**config.mk**
```make
export PLATFORM = sky130hd
export DESIGN_NAME = fir_mac_sequencer
export DESIGN_NICKNAME = d
export VERILOG_FILES = /design/src/rtl/fir_mac_sequencer.sv
export SDC_FILE = /design/constraint.sdc
export NUM_CORES = 1
export LEC_CHECK = 0
export ABC_AREA = 1
export CAP_MARGIN = 30
export CORE_UTILIZATION = 39
export CTS_CLUSTER_SIZE = 28
export DETAILED_ROUTE_END_ITERATION = 10
export GPL_TIMING_DRIVEN = 0
export PLACE_DENSITY_LB_ADDON = 0.12
export SKIP_CTS_REPAIR_TIMING = 1
export SYNTH_ARGS = -nofsm -noshare
export SYNTH_HDL_FRONTEND = slang
export SYNTH_SLANG_ARGS = --single-unit
```
**constraint.sdc**
```tcl
create_clock -name clk -period 10.34 [get_ports clk]
set_clock_uncertainty 0.1 [all_clocks]
set_input_delay 1.551 -clock clk [delete_from_list [all_inputs] [get_ports clk]]
set_output_delay 1.551 -clock clk [all_outputs]
set_load 0.02 [all_outputs]
```
**src/rtl/fir_mac_sequencer.sv**
```systemverilog
// ============================================================================
// Module      : fir_mac_sequencer
// Description : Time-multiplexed FIR filter sequencer that drives an external
//               multiplier and a registered external adder, one tap per cycle.
//               Optional macro FIR_SAMPLE_CNT_EN adds a completed-output counter.
// Revision    : 1.0 - initial release
// ============================================================================
`default_nettype none

module fir_mac_sequencer #(
    parameter int NUM_TAPS = 8,
    parameter int MULT_LAT = 1
) (
    input  logic                        clk,
    input  logic                        rst,
    input  logic                        in_valid,
    output logic                        in_ready,
    input  logic [15:0]                 in_data,
    input  logic                        coef_we,
    input  logic [$clog2(NUM_TAPS)-1:0] coef_addr,
    input  logic [15:0]                 coef_wdata,
    output logic [15:0]                 mult_a,
    output logic [15:0]                 mult_b,
    input  logic [31:0]                 mult_result,
    output logic [31:0]                 add_acc_in,
    output logic [31:0]                 add_mult_out,
    input  logic [31:0]                 add_acc_out,
    output logic                        out_valid,
    input  logic                        out_ready,
    output logic [31:0]                 out_data,
    output logic                        busy
`ifdef FIR_SAMPLE_CNT_EN
    ,
    output logic [15:0]                 sample_cnt
`endif
);

    localparam int                c_aw       = $clog2(NUM_TAPS);
    localparam logic [c_aw-1:0]   c_last_tap = c_aw'(NUM_TAPS - 1);
    localparam logic [c_aw:0]     c_num_taps = (c_aw + 1)'(NUM_TAPS);

    localparam logic [1:0] c_st_idle  = 2'd0;
    localparam logic [1:0] c_st_mac   = 2'd1;
    localparam logic [1:0] c_st_drain = 2'd2;
    localparam logic [1:0] c_st_out   = 2'd3;

    logic [1:0]          r_state;
    logic [c_aw-1:0]     r_tap;
    logic [15:0]         r_x    [NUM_TAPS];
    logic [15:0]         r_coef [NUM_TAPS];
    logic [MULT_LAT-1:0] r_trk_vld;
    logic [MULT_LAT-1:0] r_trk_first;
    logic [MULT_LAT-1:0] r_trk_last;
    logic                r_sum_rdy;
    logic                r_out_valid;
    logic [31:0]         r_out_data;
`ifdef FIR_SAMPLE_CNT_EN
    logic [15:0]         r_sample_cnt;
`endif

    logic w_issue;
    logic w_cons;
    logic w_cons_first;
    logic w_addr_ok;

    assign w_issue      = (r_state == c_st_mac);
    assign w_cons       = r_trk_vld[MULT_LAT-1];
    assign w_cons_first = r_trk_first[MULT_LAT-1];
    assign w_addr_ok    = ({1'b0, coef_addr} < c_num_taps);

    assign in_ready     = (r_state == c_st_idle);
    assign busy         = (r_state != c_st_idle);
    assign out_valid    = r_out_valid;
    assign out_data     = r_out_data;
`ifdef FIR_SAMPLE_CNT_EN
    assign sample_cnt   = r_sample_cnt;
`endif

    assign mult_a       = w_issue ? r_x[r_tap]    : 16'd0;
    assign mult_b       = w_issue ? r_coef[r_tap] : 16'd0;
    assign add_mult_out = w_cons ? mult_result : 32'd0;
    // Tap 0 starts a fresh accumulation instead of adding to the stale sum.
    assign add_acc_in   = (w_cons && !w_cons_first) ? add_acc_out : 32'd0;

    always_ff @(posedge clk) begin
        if (rst) begin
            r_state     <= c_st_idle;
            r_tap       <= '0;
            r_trk_vld   <= '0;
            r_trk_first <= '0;
            r_trk_last  <= '0;
            r_sum_rdy   <= 1'b0;
            r_out_valid <= 1'b0;
            r_out_data  <= 32'd0;
            for (int i = 0; i < NUM_TAPS; i++) begin
                r_x[i]    <= 16'd0;
                r_coef[i] <= 16'd0;
            end
`ifdef FIR_SAMPLE_CNT_EN
            r_sample_cnt <= 16'd0;
`endif
        end else begin
            r_trk_vld[0]   <= w_issue;
            r_trk_first[0] <= w_issue && (r_tap == '0);
            r_trk_last[0]  <= w_issue && (r_tap == c_last_tap);
            for (int k = 1; k < MULT_LAT; k++) begin
                r_trk_vld[k]   <= r_trk_vld[k-1];
                r_trk_first[k] <= r_trk_first[k-1];
                r_trk_last[k]  <= r_trk_last[k-1];
            end
            // The adder captures the final sum on the same edge this is set.
            r_sum_rdy <= w_cons && r_trk_last[MULT_LAT-1];

            case (r_state)
                c_st_idle: begin
                    if (coef_we && w_addr_ok) begin
                        r_coef[coef_addr] <= coef_wdata;
                    end
                    if (in_valid) begin
                        r_x[0] <= in_data;
                        for (int i = 1; i < NUM_TAPS; i++) begin
                            r_x[i] <= r_x[i-1];
                        end
                        r_tap   <= '0;
                        r_state <= c_st_mac;
                    end
                end
                c_st_mac: begin
                    if (r_tap == c_last_tap) begin
                        r_tap   <= '0;
                        r_state <= c_st_drain;
                    end else begin
                        r_tap <= r_tap + c_aw'(1);
                    end
                end
                c_st_drain: begin
                    if (r_sum_rdy) begin
                        r_out_data  <= add_acc_out;
                        r_out_valid <= 1'b1;
                        r_state     <= c_st_out;
                    end
                end
                c_st_out: begin
                    if (out_ready) begin
                        r_out_valid <= 1'b0;
                        r_state     <= c_st_idle;
`ifdef FIR_SAMPLE_CNT_EN
                        r_sample_cnt <= r_sample_cnt + 16'd1;
`endif
                    end
                end
                default: r_state <= c_st_idle;
            endcase
        end
    end

endmodule

`default_nettype wire

```
### After elaboration in Yosys (flattened, before gate mapping)

Memory sizes are Yosys's and may differ from the RTL's. A register that Yosys moved wholly into a read port is not among the register bits.
Index checks and enable logic that the tools add are counted.
W data, S select, Z words.

* flip-flop bits (word level): 42
* memory bits (writable): 256
* input port bits: 104
* output and inout bits: 131
* word-level logic and storage cells: 82
* memories kept: 2

* add/subtract/negate cells: 1
* equal/unequal tests: 8
* muxes and demuxes: 40
* bitwise operators: 8
* reduce and logical (&&, ||, !) cells: 15

Memories
* r_coef: depth 8, bits a word 16, rd ports 1, clocked after Yosys merged registers in 1, write ports 8, line 50 `logic [15:0] r_coef [NUM_TAPS];`
* r_x: depth 8, bits a word 16, rd ports 8, clocked after Yosys merged registers in 1, write ports 8, line 49 `logic [15:0] r_x [NUM_TAPS];`

Operator list (count)
* $mux W16: 11
* $mux W32: 2
* $mux W3: 7
* $reduce_or A16 Y1: 1
* $mux W1: 13
* $mux W2: 4
* $or A1 B1 Y1: 8
* $pmux W2 S4: 1
* $ne A2 B2 Y1 const B: 3
* $pmux W3 S2: 1
* $reduce_bool A2 Y1: 3
* $eq A2 B2 Y1 const B: 2
* $logic_and A1 B1 Y1: 4
* $reduce_and A2 Y1: 2
* $reduce_and A4 Y1: 1
* $add A3 B1 Y3 const B: 1
* $eq A3 B3 Y1 const B: 1
* $logic_not A3 Y1: 1
* $reduce_and A3 Y1: 1
* $eq A2 B1 Y1 const B: 1
* $logic_not A2 Y1: 1
* $ne A2 B1 Y1 const B: 1
* $pmux W1 S2: 1
* $logic_not A1 Y1: 1

### Depth between registers and ports, before layout

Gate-level depths: netlist of run 1.

* depth after elaboration: 6
* mapped depth: 9
* gate-level depth less buffers: 9

### Worst setup path before layout of run 1

OpenSTA, ideal clock, no wires.

* kind: input -> register
* start point: input port rst
* end point: memory r_x[0][0] (enable)
* setup time: 1110 ps
* arrival: 4166 ps
* required time: 9130 ps
* path slack: 4964 ps
* stages: 4
* path buffers: 2
* cell sequence: inv_2 > buf_4 > clkbuf_1 > nand2_1

RTL lines
* from (decl): line 15 `input logic rst,`
* to (decl): line 49

### Worst setup path in the final report of run 1

* start point: register r_state[1]
* end point: output port mult_a[12]

* cells in the longest elaborated chain, start to end: 2

Ends and longest elaborated chain
* from (decl): line 47 `logic [1:0] r_state;`
* from (signal assigned): line 87 `r_state <= c_st_idle;`
* from (signal assigned): line 125 `r_state <= c_st_mac;`
* from (signal assigned): line 131 `r_state <= c_st_drain;`
* $eq A2 B1 Y1: line 66 `assign w_issue = (r_state == c_st_mac);`
* via w_issue: line 61 `logic w_issue;`
* $mux W16: line 79 `assign mult_a = w_issue ? r_x[r_tap] : 16'd0;`
* to (decl): line 22 `output logic [15:0] mult_a,`

The timed path passes the listed nets, and every way through them passes these cells.

==> flow_summary.json, run 1 <==
{
  "cts.htree.levels": 2,
  "grt_pass1_vias": 11500,
  "pwr-share-clk": 0.296,
  "setup_viol": 0,
  "initial_core_util": 0.399,
  "hold_viol_final": 0,
  "power_per_cell_area_nw_per_um2": 223,
  "dr.pass1.iters": 5,
  "die_area_um2": 38500,
  "rsz0062_at_grt": "false",
  "fp.dieH_um": 196,
  "cp.required_ps": 8690,
  "finish.utilization": 0.511,
  "combPwrFrac": 0.334,
  "drt_iter0_markers": 740,
  "end_kind": "output pin",
  "rr_startpoint": "r_state[0]",
  "drt-total-wl_um": 39900,
  "finalPower_mw": 4.21,
  "avgViaCountPerCell": 4.61,
  "place_inst": 2507,
  "outcome": "complete, no violations",
  "die_w_um": 196,
  "synth_cells": 1768,
  "finalCritPeriodShare": 0.436,
  "power_switching_mw": 1.48,
  "cts_tree": "yes",
  "stdcell_area_um2": 18900,
  "yosysWarnings": 0,
  "slew_viol_final": 0,
  "antenna_cells": 0,
  "coreArea_um2": 36900,
  "pre_cts_slack_ps": 5880,
  "crit_type": "flip-flop to output pin",
  "tns_ps": 0,
  "crit_arrival_ps": 2860,
  "grt_pass1_wl_um": 61800,
  "hold_class": "flip-flop to flip-flop",
  "clkSlewWorstSetupHoldPaths_ps": 60,
  "intPower_mw": 2.73,
  "min_period_ps": 4510,
  "tightest_slew_ps": 923,
  "ys_types": 23,
  "syn_area_um2": 14700,
  "ys_seq_area_frac": 0.584,
  "wl_per_cell_um": 15.5,
  "clk_latency_ps": 510,
  "crit_fanout": 10,
  "areaGrowthSynthToFinish_pct": 28.3,
  "peakVddDrop_mv": 0.118,
  "vias": 11800,
  "placed_cell_area_um2": 17700,
  "num_rows": 70,
  "final_nets": 2153,
  "final_antenna_net_count": 0,
  "cap_violations": 0,
  "instances_no_fill": 2571,
  "ys_ff_latch": 301,
  "r2r_slack_ps": 7790,
  "p_leak_nw": 8.66,
  "syn_nets": 1880,
  "io_buffers": 234,
  "overflow": 0,
  "io_pins": 235,
  "grt.total_usage": 0.207,
  "p_seq_frac": 0.369,
  "clkSinkCount": 301,
  "r2r-end": "r_coef[5][11]",
  "drc": 0,
  "cts_inserted_buffers": 36,
  "worstSetupStartpoint": "r_state[1]",
  "p_sw_frac": 0.352,
  "grt_max_degree": 66,
  "layout-drive-gt1-share": 0.0581,
  "setup_slack_ps": 5830,
  "whs_ps": 355,
  "max_freq_mhz": 222,
  "dpl.hpwl_um": 28700,
  "syn_area_per_cell_um2": 8.31,
  "critPathLaunchType": "flip-flop",
  "cts-root-buf": "clkbuf_16",
  "critical_path.endpoint": "mult_a[12]",
  "reg2regPathDepth": 8,
  "clock_path_buffers": 3,
  "gp_congestion": 0.847,
  "relSlewSlack": 0.384,
  "antenna_found_initial": 0
}
## critical path, stage by stage (launching register included)
cell and delay [ps]:
dfxtp_1 340, inv_1 100, ha_1 150, buf_2 290, clkbuf_1 350, nand2_1 100
nor2_1 330, clkdlybuf4s50_1 680
## per-layer routing
layer  track usage  up-vias  wire [µm]
met5             0        -          0
met4        0.0602        0        927
met3        0.0260       60       1870
met2         0.364      270      19900
met1         0.266     5577      17200
li1              -     5938          -
## kinds of logic (layout without fill, tap and decap cells)
logic type	count (synthesis)	in the layout	synth area share
adder cells (fa/ha/maj)	8	8	0.00681
AND/OR/NAND/NOR	921	921	0.257
AO/OA/AOI/OAI	72	72	0.0245
flip-flops	301	301	0.584
buffers and inverters	466	765	0.127
## final cells by class
| class | count | area, µm² |
|---|---|---|
| fill | 3574 | 18000 |
| sequential | 301 | 8590 |
| tap | 504 | 631 |
| clock inverter | 9 | 97.6 |
| clock buffer | 55 | 1050 |
| buffer | 93 | 470 |
| timing repair buffer | 235 | 2370 |
| multi-input combinational | 1001 | 4250 |
| inverter | 373 | 1400 |
## power by group through the flow
| stage | Sequential, mW | Clock, mW | Combinational, mW |
|---|---|---|---|
| 2_1_floorplan | 1.58 | 0 | 0.885 |
| 3_3_place_gp | 1.59 | 0 | 1.40 |
| 3_5_place_dp | 1.58 | 0 | 1.41 |
| 4_1_cts | 1.55 | 1.26 | 1.42 |
| 5_1_grt | 1.57 | 1.31 | 1.57 |
| 6_report | 1.55 | 1.25 | 1.41 |
## state kept, by name, indices dropped and copies added (netlist names), named ones only
register,flops
out_data,32
out_valid,1
r_coef,128
r_state,2
r_sum_rdy,1
r_tap,3
r_trk_first,1
r_trk_last,1
r_trk_vld,1
r_x,128
## synthesized netlist by cell type
cell type  instances  area, µm²
buf_1             11       41.3
nor2_1           365       1370
edfxtp_1         256       7690
nor3_1             1       5.00
inv_2              3       11.3
o21ai_1            1       5.00
buf_6              8       90.1
a21oi_1           36        180
nand3_1          163        816
or2_2              1       6.26
nand3_4            1       17.5
clkbuf_1          29        109
ha_1               8        100
buf_2             43        215
nand2_1          379       1420
inv_1            369       1390
nand2_4            8       90.1
dfxtp_1           45        901
o21ai_0           35        175
nand3_2            1       10.0
buf_4              2       15.0
clkinv_1           1       3.75
nor2_8             2       40.0
## worst min path at each step
stage                     from         to  slack (ps)  cells past startpoint
detailed placement  r_trk_last  r_sum_rdy         340                      2
finish              r_trk_last  r_sum_rdy         360                      2
global route        r_trk_last  r_sum_rdy         370                      2
floorplan           r_trk_last  r_sum_rdy         300                      2
global placement    r_trk_last  r_sum_rdy         350                      2
CTS                 r_trk_last  r_sum_rdy         350                      2
## cells in the final DEF, fill, tap and decap left out, types with 9 or more instances in the layout
| master | n |
|---|---|
| nand2_1 | 378 |
| inv_1 | 369 |
| nor2_1 | 365 |
| edfxtp_1 | 256 |
| clkdlybuf4s50_1 | 234 |
| nand3_1 | 163 |
| dfxtp_1 | 45 |
| buf_2 | 43 |
| clkbuf_1 | 40 |
| clkbuf_16 | 37 |
| a21oi_1 | 36 |
| o21ai_0 | 35 |
| buf_1 | 11 |
| nand2_4 | 9 |
Power figures use the tool's default switching activity.
==> run 2, diff against run 1 <==
==> constraint.sdc (replaced) <==
create_clock -name clk -period 4.4 [get_ports clk]
set_clock_uncertainty 0.1 [all_clocks]
set_input_delay 0.66 -clock clk [delete_from_list [all_inputs] [get_ports clk]]
set_output_delay 0.66 -clock clk [all_outputs]
set_load 0.02 [all_outputs]
==> run 2 against run 1 <==
Against the previous run:
- final area shrank 0.73%
- worst setup slack lost 5100 ps
- combinational power grew 130%
- register-to-register slack lost 5900 ps
- worst hold slack lost 4.0 ps
- non-clock buffer count is the same
- largest cell class unchanged
- sequential power grew 140%
- first-iteration DRC count grew 3.1%
- wire length is essentially flat
==> flow_summary.json, run 2 (synthesized netlist as in run 1, its figures left out) <==
{
  "hold_viol_final": 0,
  "peakVddDrop_mv": 0.260,
  "dr.pass1.iters": 6,
  "clock_path_buffers": 3,
  "cts_tree": "yes",
  "max_freq_mhz": 273,
  "use_met3": 0.0278,
  "setup_viol": 0,
  "final_antenna_net_count": 0,
  "placed_cell_area_um2": 17700,
  "grt_pass1_vias": 11600,
  "fp.dieH_um": 196,
  "intPower_mw": 6.18,
  "p_sw_frac": 0.357,
  "crit_fanout": 10,
  "combPwrFrac": 0.344,
  "areaGrowthSynthToFinish_pct": 27.4,
  "relSlewSlack": 0.440,
  "pwr-share-clk": 0.277,
  "slew_viol_final": 0,
  "cts-root-buf": "clkbuf_16",
  "top_usage_layer": "met2",
  "tns_ps": 0,
  "clkSlewWorstSetupHoldPaths_ps": 60,
  "instances_no_fill": 2563,
  "place_inst": 2507,
  "end_kind": "output pin",
  "stdcell_area_um2": 18700,
  "cap_violations": 0,
  "cts.htree.levels": 2,
  "power_switching_mw": 3.43,
  "rsz0062_at_grt": "false",
  "gp_congestion": 0.824,
  "fill_cells": 3553,
  "outcome": "complete, no violations",
  "layout_commonest_cell": "nand2_1",
  "clk_latency_ps": 510,
  "antenna_cells": 0,
  "tightest_slew_ps": 839,
  "clkSinkCount": 301,
  "cts_inserted_buffers": 34,
  "min_period_ps": 3660,
  "grt_max_degree": 69,
  "grt.total_usage": 0.208,
  "coreArea_um2": 36900,
  "overflow": 0,
  "wl_per_cell_um": 15.6,
  "p_seq_frac": 0.379,
  "crit_arrival_ps": 2900,
  "drt-total-wl_um": 39900,
  "layout-drive-gt1-share": 0.0549,
  "drc": 0,
  "drt_iter0_markers": 763,
  "power_per_cell_area_nw_per_um2": 514,
  "gr-usage-met1": 0.261,
  "critPathLaunchType": "flip-flop",
  "critical_path.max_stage_delay_ps": 700,
  "met2_usage": 0.369,
  "num_rows": 70,
  "dpl.hpwl_um": 28900,
  "io_buffers": 234,
  "die_area_um2": 38500,
  "cp_cell_sequence": "inv_1 > ha_1 > buf_2 > clkbuf_1 > nand2_1 > nor2_1 > clkdlybuf4s50_1",
  "grt_pass1_wl_um": 61900,
  "finalCritPeriodShare": 0.833,
  "crit_type": "flip-flop to output pin",
  "avgViaCountPerCell": 4.63,
  "io_pins": 235,
  "cp.required_ps": 3640,
  "hold_class": "flip-flop to flip-flop",
  "slowest_stage": "clkdlybuf4s50_1",
  "final_nets": 2151,
  "p_leak_nw": 8.59,
  "antenna_found_initial": 0,
  "finish.utilization": 0.508,
  "vias": 11900,
  "die_w_um": 196,
  "layout_common_cells": "nand2_1, inv_1, nor2_1",
  "initial_core_util": 0.399
}
==> run 2: final cells by class <==
type | count | area, µm² | share of cell area
Tap cell | 504 | 631 | 0.0337
Sequential cell | 301 | 8590 | 0.459
Clock buffer | 49 | 946 | 0.0505
Clock inverter | 7 | 60.1 | 0.00321
Timing Repair Buffer | 235 | 2370 | 0.127
Multi-Input combinational cell | 1001 | 4250 | 0.227
Buffer | 93 | 470 | 0.0251
Inverter | 373 | 1400 | 0.0748
==> run 2: critical path: cells and delay by family (launching register included) <==
kind                     cells  cell delay (ps)
adder cells (fa/ha/maj)      1              160
flip-flops                   1              340
buffers and inverters        4             1470
AND/OR/NAND/NOR              2              430
==> run 2: worst paths after layout <==
kind,endpoint,from,depth (start not counted),slack [ps]
min reg2reg,r_sum_rdy,r_trk_last,2,350
max reg2reg,r_coef[5][1],r_state[0],8,1850
max,mult_b[1],r_state[1],7,740
min,r_sum_rdy,r_trk_last,2,350
==> run 2: per-layer routing <==
metal	wire length, µm	part of all wire
met4	964	0.024
met5	0	0
met2	20000	0.50
met1	17000	0.43
met3	1900	0.048
==> run 2: stage by stage <==
step	hold WS (ps)	power, mW	worst slack [ps]
after global routing	400	10.2	633
after global placement	345	7.00	-405
after CTS	355	9.69	803
after detailed placement	341	7.03	1130
after floorplan	304	5.77	1210
final	351	9.62	736
==> run 2: power groups by stage <==
| stage | registers, mW | clock network [mW] | logic (mW) |
|---|---|---|---|
| floorplan | 3.69 | 0 | 2.08 |
| global placement | 3.72 | 0 | 3.28 |
| detailed placement | 3.71 | 0 | 3.32 |
| CTS | 3.65 | 2.70 | 3.34 |
| global route | 3.69 | 2.81 | 3.69 |
| finish | 3.65 | 2.66 | 3.30 |
